--- config.mk ---
export PLATFORM = sky130hd
export DESIGN_NAME = cordic_hyp_core
export DESIGN_NICKNAME = d
export VERILOG_FILES = /design/src/rtl/cordic_pkg.sv /design/src/rtl/cordic_hyp_step.sv /design/src/rtl/cordic_hyp_core.sv
export SDC_FILE = /design/constraint.sdc
export NUM_CORES = 1
export LEC_CHECK = 0
export CAP_MARGIN = 5
export CORE_MARGIN = 8
export CORE_UTILIZATION = 42
export CTS_BUF_LIST = sky130_fd_sc_hd__clkbuf_4
export DETAILED_ROUTE_END_ITERATION = 10
export GPL_ROUTABILITY_DRIVEN = 0
export GPL_TIMING_DRIVEN = 0
export PLACE_DENSITY_LB_ADDON = 0.1
export SLEW_MARGIN = 20
export SYNTH_ARGS = -nofsm -noshare
export SYNTH_HDL_FRONTEND = slang
export SYNTH_SLANG_ARGS = --single-unit
--- constraint.sdc ---
create_clock -name clk -period 5.9 [get_ports clk]
set_input_delay 1.77 -clock clk [delete_from_list [all_inputs] [get_ports clk]]
set_output_delay 1.77 -clock clk [all_outputs]
set_load 0.05 [all_outputs]
--- src/rtl/cordic_pkg.sv ---
// Shared constants, state encoding and iteration-index schedule for the
// hyperbolic CORDIC square-root core.
package cordic_pkg;

  localparam int unsigned DATA_W   = 16;     // external operand / result width
  localparam int unsigned INT_W    = 18;     // internal x/y width (2 guard bits)
  localparam int unsigned FRAC_W   = 14;     // fractional bits, Q2.14
  localparam int unsigned QUARTER  = 4096;   // 0.25 in Q2.14
  localparam int unsigned GAIN_INV = 19784;  // 1/K_h in Q2.14
  localparam int unsigned IDX_W    = 4;      // shift index 1..15
  localparam int unsigned CNT_W    = 5;      // step counter, up to 17 steps
  localparam int unsigned WIDE_W   = INT_W + DATA_W;  // gain product width

  typedef enum logic [1:0] {
    IDLE = 2'd0,
    ITER = 2'd1,
    COMP = 2'd2
  } state_t;

  // Hyperbolic CORDIC needs indices 4 and 13 repeated for convergence:
  // steps 0..3 -> 1..4, steps 4..13 -> 4..13, steps 14.. -> 13..
  function automatic logic [IDX_W-1:0] step_index(input logic [CNT_W-1:0] step);
    if (step < CNT_W'(4))
      return IDX_W'(step + CNT_W'(1));
    else if (step <= CNT_W'(13))
      return IDX_W'(step);
    else
      return IDX_W'(step - CNT_W'(1));
  endfunction

  // Number of micro-rotations for a given highest index.
  function automatic int unsigned num_steps(input int unsigned iters);
    return iters + 1 + ((iters >= 13) ? 1 : 0);
  endfunction

endpackage

--- src/rtl/cordic_hyp_step.sv ---
// Single hyperbolic CORDIC micro-rotation in vectoring mode (drives y to 0).
// Ports:
//   x, y          current signed Q4.14 vector
//   idx           shift index i for this step
//   x_next/y_next rotated vector
module cordic_hyp_step
  import cordic_pkg::*;
(
  input  logic signed [INT_W-1:0] x,
  input  logic signed [INT_W-1:0] y,
  input  logic        [IDX_W-1:0] idx,
  output logic signed [INT_W-1:0] x_next,
  output logic signed [INT_W-1:0] y_next
);

  logic signed [INT_W-1:0] x_sh;
  logic signed [INT_W-1:0] y_sh;

  assign x_sh = x >>> idx;
  assign y_sh = y >>> idx;

  // Rotate toward y = 0; truncating shifts, no rounding.
  always_comb begin
    x_next = x;
    y_next = y;
    if (y[INT_W-1]) begin
      x_next = x + y_sh;
      y_next = y + x_sh;
    end else begin
      x_next = x - y_sh;
      y_next = y - x_sh;
    end
  end

endmodule

--- src/rtl/cordic_hyp_core.sv ---
// Iterative hyperbolic CORDIC computing sqrt(w) for a normalized Q2.14 operand.
// x0 = w + 0.25, y0 = w - 0.25, so x_final = K_h * sqrt(x0^2 - y0^2) = K_h * sqrt(w).
// Optional macro CORDIC_GAIN_COMP_EN: multiply the result by 1/K_h in COMP;
// when undefined the raw (gain-scaled) x is output.
// Ports:
//   clk, reset           clock, asynchronous active-high reset
//   inp_valid            qualifies norm_inp / k_in (accepted only while in_ready)
//   norm_inp[15:0]       unsigned Q2.14 operand
//   k_in[2:0]            normalization shift, passed through
//   in_ready             high in IDLE
//   rot_out[15:0]        signed Q2.14 result
//   k_out[2:0]           k_in captured at accept
//   out_valid            one-cycle result strobe
module cordic_hyp_core
  import cordic_pkg::*;
#(
  parameter int unsigned ITERS = 12
) (
  input  logic              clk,
  input  logic              reset,
  input  logic              inp_valid,
  input  logic [DATA_W-1:0] norm_inp,
  input  logic [2:0]        k_in,
  output logic              in_ready,
  output logic [DATA_W-1:0] rot_out,
  output logic [2:0]        k_out,
  output logic              out_valid
);

  localparam int unsigned STEPS = num_steps(ITERS);
  localparam logic [CNT_W-1:0] LAST_STEP = CNT_W'(STEPS - 1);

  localparam logic signed [WIDE_W-1:0] SAT_MAX = WIDE_W'((2 ** (DATA_W - 1)) - 1);
  localparam logic signed [WIDE_W-1:0] SAT_MIN = WIDE_W'(-(2 ** (DATA_W - 1)));

  state_t state_q;
  state_t state_d;

  logic signed [INT_W-1:0] x_q;
  logic signed [INT_W-1:0] y_q;
  logic signed [INT_W-1:0] x_rot;
  logic signed [INT_W-1:0] y_rot;
  logic        [CNT_W-1:0] cnt_q;
  logic        [IDX_W-1:0] idx;
  logic                    accept;
  logic signed [WIDE_W-1:0] scaled;
  logic        [DATA_W-1:0] sat_val;

  assign in_ready = (state_q == IDLE);
  assign accept   = in_ready && inp_valid;
  assign idx      = step_index(cnt_q);

  cordic_hyp_step u_step (
    .x      (x_q),
    .y      (y_q),
    .idx    (idx),
    .x_next (x_rot),
    .y_next (y_rot)
  );

  // State register.
  always_ff @(posedge clk or posedge reset) begin
    if (reset) state_q <= IDLE;
    else       state_q <= state_d;
  end

  // Next-state logic.
  always_comb begin
    state_d = state_q;
    case (state_q)
      IDLE:    if (inp_valid) state_d = ITER;
      ITER:    if (cnt_q == LAST_STEP) state_d = COMP;
      COMP:    state_d = IDLE;
      default: state_d = IDLE;
    endcase
  end

  // Vector and step counter.
  always_ff @(posedge clk or posedge reset) begin
    if (reset) begin
      x_q   <= '0;
      y_q   <= '0;
      cnt_q <= '0;
    end else if (accept) begin
      x_q   <= INT_W'({{(INT_W - DATA_W){1'b0}}, norm_inp}) + INT_W'(QUARTER);
      y_q   <= INT_W'({{(INT_W - DATA_W){1'b0}}, norm_inp}) - INT_W'(QUARTER);
      cnt_q <= '0;
    end else if (state_q == ITER) begin
      x_q   <= x_rot;
      y_q   <= y_rot;
      cnt_q <= cnt_q + CNT_W'(1);
    end
  end

`ifdef CORDIC_GAIN_COMP_EN
  localparam logic signed [WIDE_W-1:0] GAIN_S  = WIDE_W'(GAIN_INV);
  localparam logic signed [WIDE_W-1:0] ROUND_S = WIDE_W'(2 ** (FRAC_W - 1));
  logic signed [WIDE_W-1:0] prod;

  // Gain compensation, round half up.
  assign prod   = WIDE_W'(x_q) * GAIN_S;
  assign scaled = (prod + ROUND_S) >>> FRAC_W;
`else
  assign scaled = WIDE_W'(x_q);
`endif

  // Saturate to the 16-bit signed result range.
  always_comb begin
    sat_val = scaled[DATA_W-1:0];
    if (scaled > SAT_MAX)      sat_val = SAT_MAX[DATA_W-1:0];
    else if (scaled < SAT_MIN) sat_val = SAT_MIN[DATA_W-1:0];
  end

  // Registered outputs; k_out captured at accept, rot_out at COMP.
  always_ff @(posedge clk or posedge reset) begin
    if (reset) begin
      rot_out   <= '0;
      k_out     <= '0;
      out_valid <= 1'b0;
    end else begin
      out_valid <= (state_q == COMP);
      if (accept)           k_out   <= k_in;
      if (state_q == COMP)  rot_out <= sat_val;
    end
  end

endmodule

==> results.rst, run 1 <==
.. list-table::
   :header-rows: 1

   * - Metric
     - Value
   * - FF-to-FF setup slack
     - 70 ps
   * - Critical path class
     - flop to flop
   * - Hold_ws
     - approximately 480 ps
   * - Detailed-router iteration count before antenna repair
     - 6
   * - Number of synthesized flops with an enable pin
     - 0
   * - Post-synth ARST share
     - between 90% and 100%
   * - Die Width
     - roughly 150 um
   * - Depth of the worst hold-timing path
     - 2
   * - Via count
     - 8182
   * - Antenna violations before repair
     - 2
   * - Headroom to the max-slew limit
     - roughly a third
   * - Detailed-route DRC error count
     - 0
   * - Total routing usage reported by global routing
     - between 20% and 30%
   * - Final critical-path required period
     - roughly 5800 ps
   * - Unrepaired setup endpoints after global routing
     - yes
   * - Synthesized area per cell
     - 7.71 um2
   * - Worst reg2reg endpoint
     - x_q[16]
   * - Mean routed wirelength per cell
     - between 20 and 25 um
   * - Start point of the worst hold path
     - k_out[0]
   * - Die height
     - approximately 150 um
   * - Clock Root Buffer
     - sky130_fd_sc_hd__clkbuf_4
   * - Transition at the pin with the smallest max-transition slack
     - between 1000 and 1500 ps
   * - CP endpoint kind
     - flop
   * - Hold-fix buffers at CTS
     - 0
   * - CTS HTree Levels
     - 3
   * - Layout net count
     - 1113
   * - Number of failing setup endpoints in the final timing report
     - 0
   * - Wirelength, routed
     - roughly 29 mm
   * - Bufs on Longest Clock Path
     - 2
   * - Overall die area
     - between 20000 and 25000 um2
   * - Iter 0 DRT Violations
     - approximately 1000
   * - Worst Setup Start Kind
     - flop
   * - Fraction of layout cells with a size suffix above 1
     - 21.6%
   * - Most common library cell in the layout ignoring fill and taps
     - sky130_fd_sc_hd__nand2_1
   * - FILL cells
     - between 1500 and 2000
   * - Number of maximum-capacitance constraint violations
     - 0
   * - Number of standard cells after synthesis
     - 949
   * - Upper clock frequency limit
     - about 0.17 GHz
   * - Final Skew
     - 44.2 ps
   * - Std cell rows
     - 48
   * - Number of synthesized register bits
     - 63
   * - Count of unique library cells instantiated by Yosys
     - 86
   * - Synthesized net count
     - 1015
   * - Number of failing hold endpoints at the final stage
     - 0
   * - Clock sink count
     - 63
   * - Origin of the critical flop-to-flop path
     - cnt_q[0]
   * - Arrival time at the worst endpoint
     - 6200 ps
   * - Pins Over Slew Limit
     - 0
   * - Worst path required time
     - around 6300 ps
   * - WHS Endpoint
     - k_out[0]
   * - Commonest non-fill, non-tap cells in the layout
     - sky130_fd_sc_hd__nand2_1, sky130_fd_sc_hd__o21ai_0, sky130_fd_sc_hd__nor2_1
   * - Number of cells on the worst reg-to-reg path
     - 27
   * - Top-level port count
     - 43
   * - Wire length of the first global-routing pass
     - 43.2 mm
   * - Maximum fanout along the worst path
     - 5
   * - Final clock period utilization by the worst path
     - 98.8%
   * - Primary flip-flop cell chosen by synthesis mapping
     - sky130_fd_sc_hd__dfrtp_1
   * - Worst hold path class
     - flop to flop
   * - Number of buffer cells added on primary ports
     - 42
   * - Largest net degree at the start of global routing
     - 42
   * - Count of warnings emitted by yosys
     - 0
   * - Core box area
     - between 15000 and 20000 um2
   * - Total standard cell area after synthesis
     - 7320 um2
   * - Routed Antenna Nets
     - 0
   * - Final HPWL from detailed placement
     - between 20 and 25 mm
   * - Clk Latency, worst-skew pair
     - between 500 and 600 ps
   * - TritonCTS clock tree
     - built
   * - Inserted Clock Buffers
     - 9
   * - Syn-to-layout area delta
     - 25.6%
   * - Total congestion overflow
     - 0
   * - Initial core utilization
     - ~43%
   * - Worst-path clk slew
     - 120 ps
   * - Status
     - complete, no violations
   * - Sequential share of the synthesized area
     - 21.5%
   * - Vias in the first global route
     - 7436
   * - Number of vias per cell
     - roughly 6.4
## sequential cells by signal (all words and copies together), names as in the netlist
name	count
cnt_q	5
k_out	3
out_valid	1
rot_out	16
state_q	2
x_q	18
y_q	18
## repair_timing
action	4_1_cts	5_1_grt
gates cloned	0	1
pin swaps	8	42
setup buffers	10	33
resized for setup	72	102
setup endpoints to repair	19	13
## critical path, cell delays in order (launching register included)
cell                       delay, ps
sky130_fd_sc_hd__dfrtp_2         440
sky130_fd_sc_hd__buf_6           130
sky130_fd_sc_hd__inv_2            50
sky130_fd_sc_hd__ha_4            280
sky130_fd_sc_hd__or4b_4          500
sky130_fd_sc_hd__o21ai_4         110
sky130_fd_sc_hd__nor3_4           90
sky130_fd_sc_hd__buf_6           150
sky130_fd_sc_hd__mux2i_4         190
sky130_fd_sc_hd__mux2_4          270
sky130_fd_sc_hd__a222oi_1        320
sky130_fd_sc_hd__buf_4           190
sky130_fd_sc_hd__inv_1            40
sky130_fd_sc_hd__ha_1            260
sky130_fd_sc_hd__mux2_4          280
sky130_fd_sc_hd__fa_2            350
sky130_fd_sc_hd__a21o_1          200
sky130_fd_sc_hd__a21oi_2         160
sky130_fd_sc_hd__o21bai_1        110
sky130_fd_sc_hd__a21oi_2         160
sky130_fd_sc_hd__o21bai_1        120
sky130_fd_sc_hd__a21oi_2         200
sky130_fd_sc_hd__nor2b_2          80
sky130_fd_sc_hd__o31a_1          320
sky130_fd_sc_hd__buf_4           150
sky130_fd_sc_hd__o21ai_0         240
sky130_fd_sc_hd__mux2i_1         250
sky130_fd_sc_hd__nor3_1           70
## area by class of cell
| cell class | instances | area [um2] | share of cell area (%) |
|---|---|---|---|
| plain buffers | 60 | 375 | 4.08 |
| diodes | 1 | 2.50 | 0.0272 |
| repair buffers | 87 | 774 | 8.43 |
| well taps | 225 | 282 | 3.06 |
| multi-input cells | 793 | 5930 | 64.6 |
| inverters | 33 | 130 | 1.42 |
| clock inverters | 6 | 37.5 | 0.408 |
| clock buffers | 10 | 75.1 | 0.817 |
| flip-flops and latches | 63 | 1580 | 17.2 |
## Yosys cell counts, types with 7 or more instances
master                     instances  area share, %
sky130_fd_sc_hd__o22ai_1          13            1.1
sky130_fd_sc_hd__a21o_1           16            1.6
sky130_fd_sc_hd__buf_1             9           0.46
sky130_fd_sc_hd__nor4_1            7           0.60
sky130_fd_sc_hd__or2_2             9           0.77
sky130_fd_sc_hd__clkbuf_1         35            1.8
sky130_fd_sc_hd__xor2_1           21            2.5
sky130_fd_sc_hd__a211oi_1         27            2.8
sky130_fd_sc_hd__nand2_1         101            5.2
sky130_fd_sc_hd__a21oi_1          69            4.7
sky130_fd_sc_hd__inv_1            31            1.6
sky130_fd_sc_hd__ha_1             42            7.2
sky130_fd_sc_hd__nand4_1           7           0.60
sky130_fd_sc_hd__nor3_1           29            2.0
sky130_fd_sc_hd__mux2i_1          28            3.8
sky130_fd_sc_hd__and3_1            9           0.77
sky130_fd_sc_hd__nor2_1           70            3.6
sky130_fd_sc_hd__o31ai_1          13            1.3
sky130_fd_sc_hd__dfrtp_1          63             22
sky130_fd_sc_hd__or3_1             7           0.60
sky130_fd_sc_hd__nand3_1          15            1.0
sky130_fd_sc_hd__mux2_2           10            1.5
sky130_fd_sc_hd__nor2b_1          11           0.94
sky130_fd_sc_hd__buf_2            11           0.75
sky130_fd_sc_hd__o21ai_0          80            5.5
sky130_fd_sc_hd__a31oi_1          34            2.9
sky130_fd_sc_hd__a31o_2            7           0.84
sky130_fd_sc_hd__xnor2_1          33            3.9
## kinds of logic (layout without fill, tap and decap cells)
| family | Yosys count | in the layout | share of synthesized area (%) |
|---|---|---|---|
| buffers and inverters | 93 | 196 | 5.32 |
| muxes | 43 | 43 | 6.91 |
| adders and majority gates | 44 | 44 | 7.73 |
| DFF | 63 | 63 | 21.5 |
| other | 0 | 1 | 0 |
| xor gates and xnor gates | 55 | 55 | 6.69 |
| AOI/OAI and AO/OA | 345 | 345 | 31.2 |
| and+or+nand+nor | 306 | 306 | 20.7 |
## metrics by stage
stage	area, um2	utilization, %	TNS (ps)	setup WS [ps]	instances
after global routing	9190	53.5	-167	-86.9	1278
after floorplan	7320	-	0	28.5	949
final	9190	53.5	0	70.3	1278
after CTS	8520	49.6	0	3.09	1243
after global placement	8020	46.7	-12150	-1650	1216
after detailed placement	8050	46.9	-11400	-1300	1217
## worst max path at each step
stage                   from  endpoint  slack, ps  cells past startpoint
floorplan           cnt_q[0]   y_q[14]         30                     27
global placement    cnt_q[0]   y_q[14]      -1650                     27
detailed placement  cnt_q[0]   y_q[14]      -1300                     27
CTS                 cnt_q[0]   x_q[17]          3                     23
global route        cnt_q[1]   y_q[14]        -90                     28
finish              cnt_q[0]   x_q[16]         70                     27
## per-layer routing
layer / vias up / track usage, % / routed length [um]
met2: 411 / 37.4 / 12100
met1: 3917 / 34.5 / 12600
li1: 3762 / - / -
met3: 90 / 5.38 / 2390
met4: 2 / 12.7 / 1470
met5: - / 0 / 13
Power of run 1 is not shown: default switching activity piles up to over one toggle a cycle in this logic, so the estimate is an artifact.
==> run 2, diff against run 1 <==
- ABC_CLOCK_PERIOD_IN_PS: unset -> 7100
- clock period: 5.9 -> 7.1 ns (I/O delays scaled with it)
==> run 2 against run 1 <==
  * Flip-flop and latch count did not move
  * Register-to-register slack improved by 270 ps
  * Count of clock-buffer cells in the layout fell by 1
  * Worst hold slack improved by 4.1 ps
  * Via count fell by 3.4%
  * Clock skew fell by 24 ps
  * Critical path depth rose by 1
  * Maximum frequency fell by 14%
  * Non-clock buffer count fell by 41
  * Setup slack improved by 270 ps
==> results.rst, run 2 (synthesis results as in run 1) <==
.. list-table::
   :header-rows: 1

   * - Metric
     - Value
   * - Number of buffer cells added on primary ports
     - 42
   * - Die height
     - ~150 um
   * - Headroom to the max-slew limit
     - a little under two fifths
   * - Worst reg2reg endpoint
     - y_q[14]
   * - Arrival time at the worst endpoint
     - about 7100 ps
   * - Hold_ws
     - 488 ps
   * - Upper clock frequency limit
     - around 0.15 GHz
   * - Std cell rows
     - 48
   * - Detailed-router iteration count before antenna repair
     - 6
   * - Origin of the critical flop-to-flop path
     - cnt_q[0]
   * - Critical-path cell with the highest stage delay
     - sky130_fd_sc_hd__or4b_1
   * - Worst hold path class
     - flop to flop
   * - Final HPWL from detailed placement
     - approximately 21 mm
   * - Largest net degree at the start of global routing
     - slightly above 40
   * - Wirelength, routed
     - about 27 mm
   * - Status
     - complete, no violations
   * - Clock sink count
     - 63
   * - Layout net count
     - ~1100
   * - Overall die area
     - about 22000 um2
   * - Final Skew
     - ~20 ps
   * - Top-level port count
     - 43
   * - Final critical-path required period
     - ~6800 ps
   * - Critical path class
     - flop to flop
   * - Routed Antenna Nets
     - 0
   * - Largest registers in the final layout
     - x_q: 18 flops, y_q: 18 flops, rot_out: 16 flops
   * - Worst path required time
     - ~7400 ps
   * - Clk Latency, worst-skew pair
     - approximately 500 ps
   * - TritonCTS clock tree
     - built
   * - Timing startpoint of the critical path
     - cnt_q[0]
   * - Detailed-route DRC error count
     - 0
   * - Fraction of layout cells with a size suffix above 1
     - under 10%
   * - Antenna violations before repair
     - 1
   * - Final clock period utilization by the worst path
     - 95.2%
   * - Total congestion overflow
     - 0
   * - Max stage delay on crit path
     - 510 ps
   * - Die Width
     - 148 um
   * - Setup WS post-layout
     - between 300 and 400 ps
   * - Fraction of the core area covered by cells at the end of the flow
     - approximately 48%
   * - Total routing usage reported by global routing
     - about a quarter
   * - Unrepaired setup endpoints after global routing
     - no
   * - Core box area
     - about 17000 um2
   * - Maximum fanout along the worst path
     - 10
   * - Number of failing setup endpoints in the final timing report
     - 0
   * - End of the critical path
     - y_q[14]
   * - Iter 0 DRT Violations
     - 975
   * - Bufs on Longest Clock Path
     - 2
   * - FF-to-FF setup slack
     - between 300 and 400 ps
   * - Vias in the first global route
     - 7356
   * - Post-place setup slack
     - -266 ps
   * - Number of maximum-capacitance constraint violations
     - 0
   * - Worst-path clk slew
     - 120 ps
   * - Clock Root Buffer
     - sky130_fd_sc_hd__clkbuf_4
   * - CP endpoint kind
     - flop
   * - Number of failing hold endpoints at the final stage
     - 0
   * - Library cell appearing most often on the critical path
     - sky130_fd_sc_hd__a21oi_1
   * - Transition at the pin with the smallest max-transition slack
     - 935 ps
   * - Number of cells on the worst reg-to-reg path
     - 28
   * - Inserted Clock Buffers
     - 9
   * - Mean routed wirelength per cell
     - around 22 um
   * - Pins Over Slew Limit
     - 0
   * - Hold-fix buffers at CTS
     - 0
   * - Worst Setup Start Kind
     - flop
   * - Depth of the worst hold-timing path
     - 2
   * - Total Neg Setup Slack
     - 0 ps
   * - Commonest non-fill, non-tap cells in the layout
     - sky130_fd_sc_hd__nand2_1, sky130_fd_sc_hd__o21ai_0, sky130_fd_sc_hd__nor2_1
   * - Most common library cell in the layout ignoring fill and taps
     - sky130_fd_sc_hd__nand2_1
   * - Number of vias per cell
     - 6.39
   * - CTS HTree Levels
     - 3
   * - Via count
     - just under 8000
   * - Initial core utilization
     - between 40% and 50%
   * - Syn-to-layout area delta
     - 13.2%
   * - Wire length of the first global-routing pass
     - roughly 42 mm
-- run 2: worst max-delay path, delay by kind of cell, from the launching register on --
family | cells | cell delay (ps)
xor+xnor | 1 | 160
simple gates | 5 | 1000
compound gates | 14 | 2760
flops | 1 | 460
buf+inv | 5 | 1110
fa+ha+maj | 3 | 1110
-- run 2: worst min path at each step --
| stage | start | end | slack, ps |
|---|---|---|---|
| after floorplan | y_q[12] | y_q[12] | 490 |
| after global placement | k_out[1] | k_out[1] | 460 |
| after CTS | k_out[0] | k_out[0] | 490 |
| final | k_out[1] | k_out[1] | 490 |
| after global routing | k_out[1] | k_out[1] | 510 |
| after detailed placement | k_out[0] | k_out[0] | 460 |
-- run 2: area by class of cell --
cell class                      instances  area [um2]
Antenna cell                            1        2.50
Buffer                                 60         275
Clock buffer                            9        67.6
Clock inverter                          7        73.8
Fill cell                            1786        8890
Inverter                               33         126
Multi-Input combinational cell        793        5410
Sequential cell                        63        1580
Tap cell                              225         282
Timing Repair Buffer                   46         470
-- run 2: metal layers --
layer / up-vias / track usage [%] / wire length (um)
met1: 3783 / 32.8 / 12000
met3: 73 / 5.96 / 2400
li1: 3678 / - / -
met2: 373 / 37.6 / 12000
met4: 0 / 11.4 / 1080
met5: - / 0 / 0
-- run 2: per-stage QoR --
| step | instance area (um2) | cells |
|---|---|---|
| finish | 8280 | 1237 |
| global route | 8280 | 1237 |
| CTS | 8210 | 1233 |
| detailed placement | 8060 | 1217 |
| global placement | 8020 | 1216 |
| floorplan | 7320 | 949 |
-- run 2: repair_timing --
action	4_1_cts	5_1_grt
pin swaps	0	2
setup buffers	0	3
endpoints found under the setup margin	3	7
gates resized for setup	2	16
Power of run 2 is left out for the same reason.
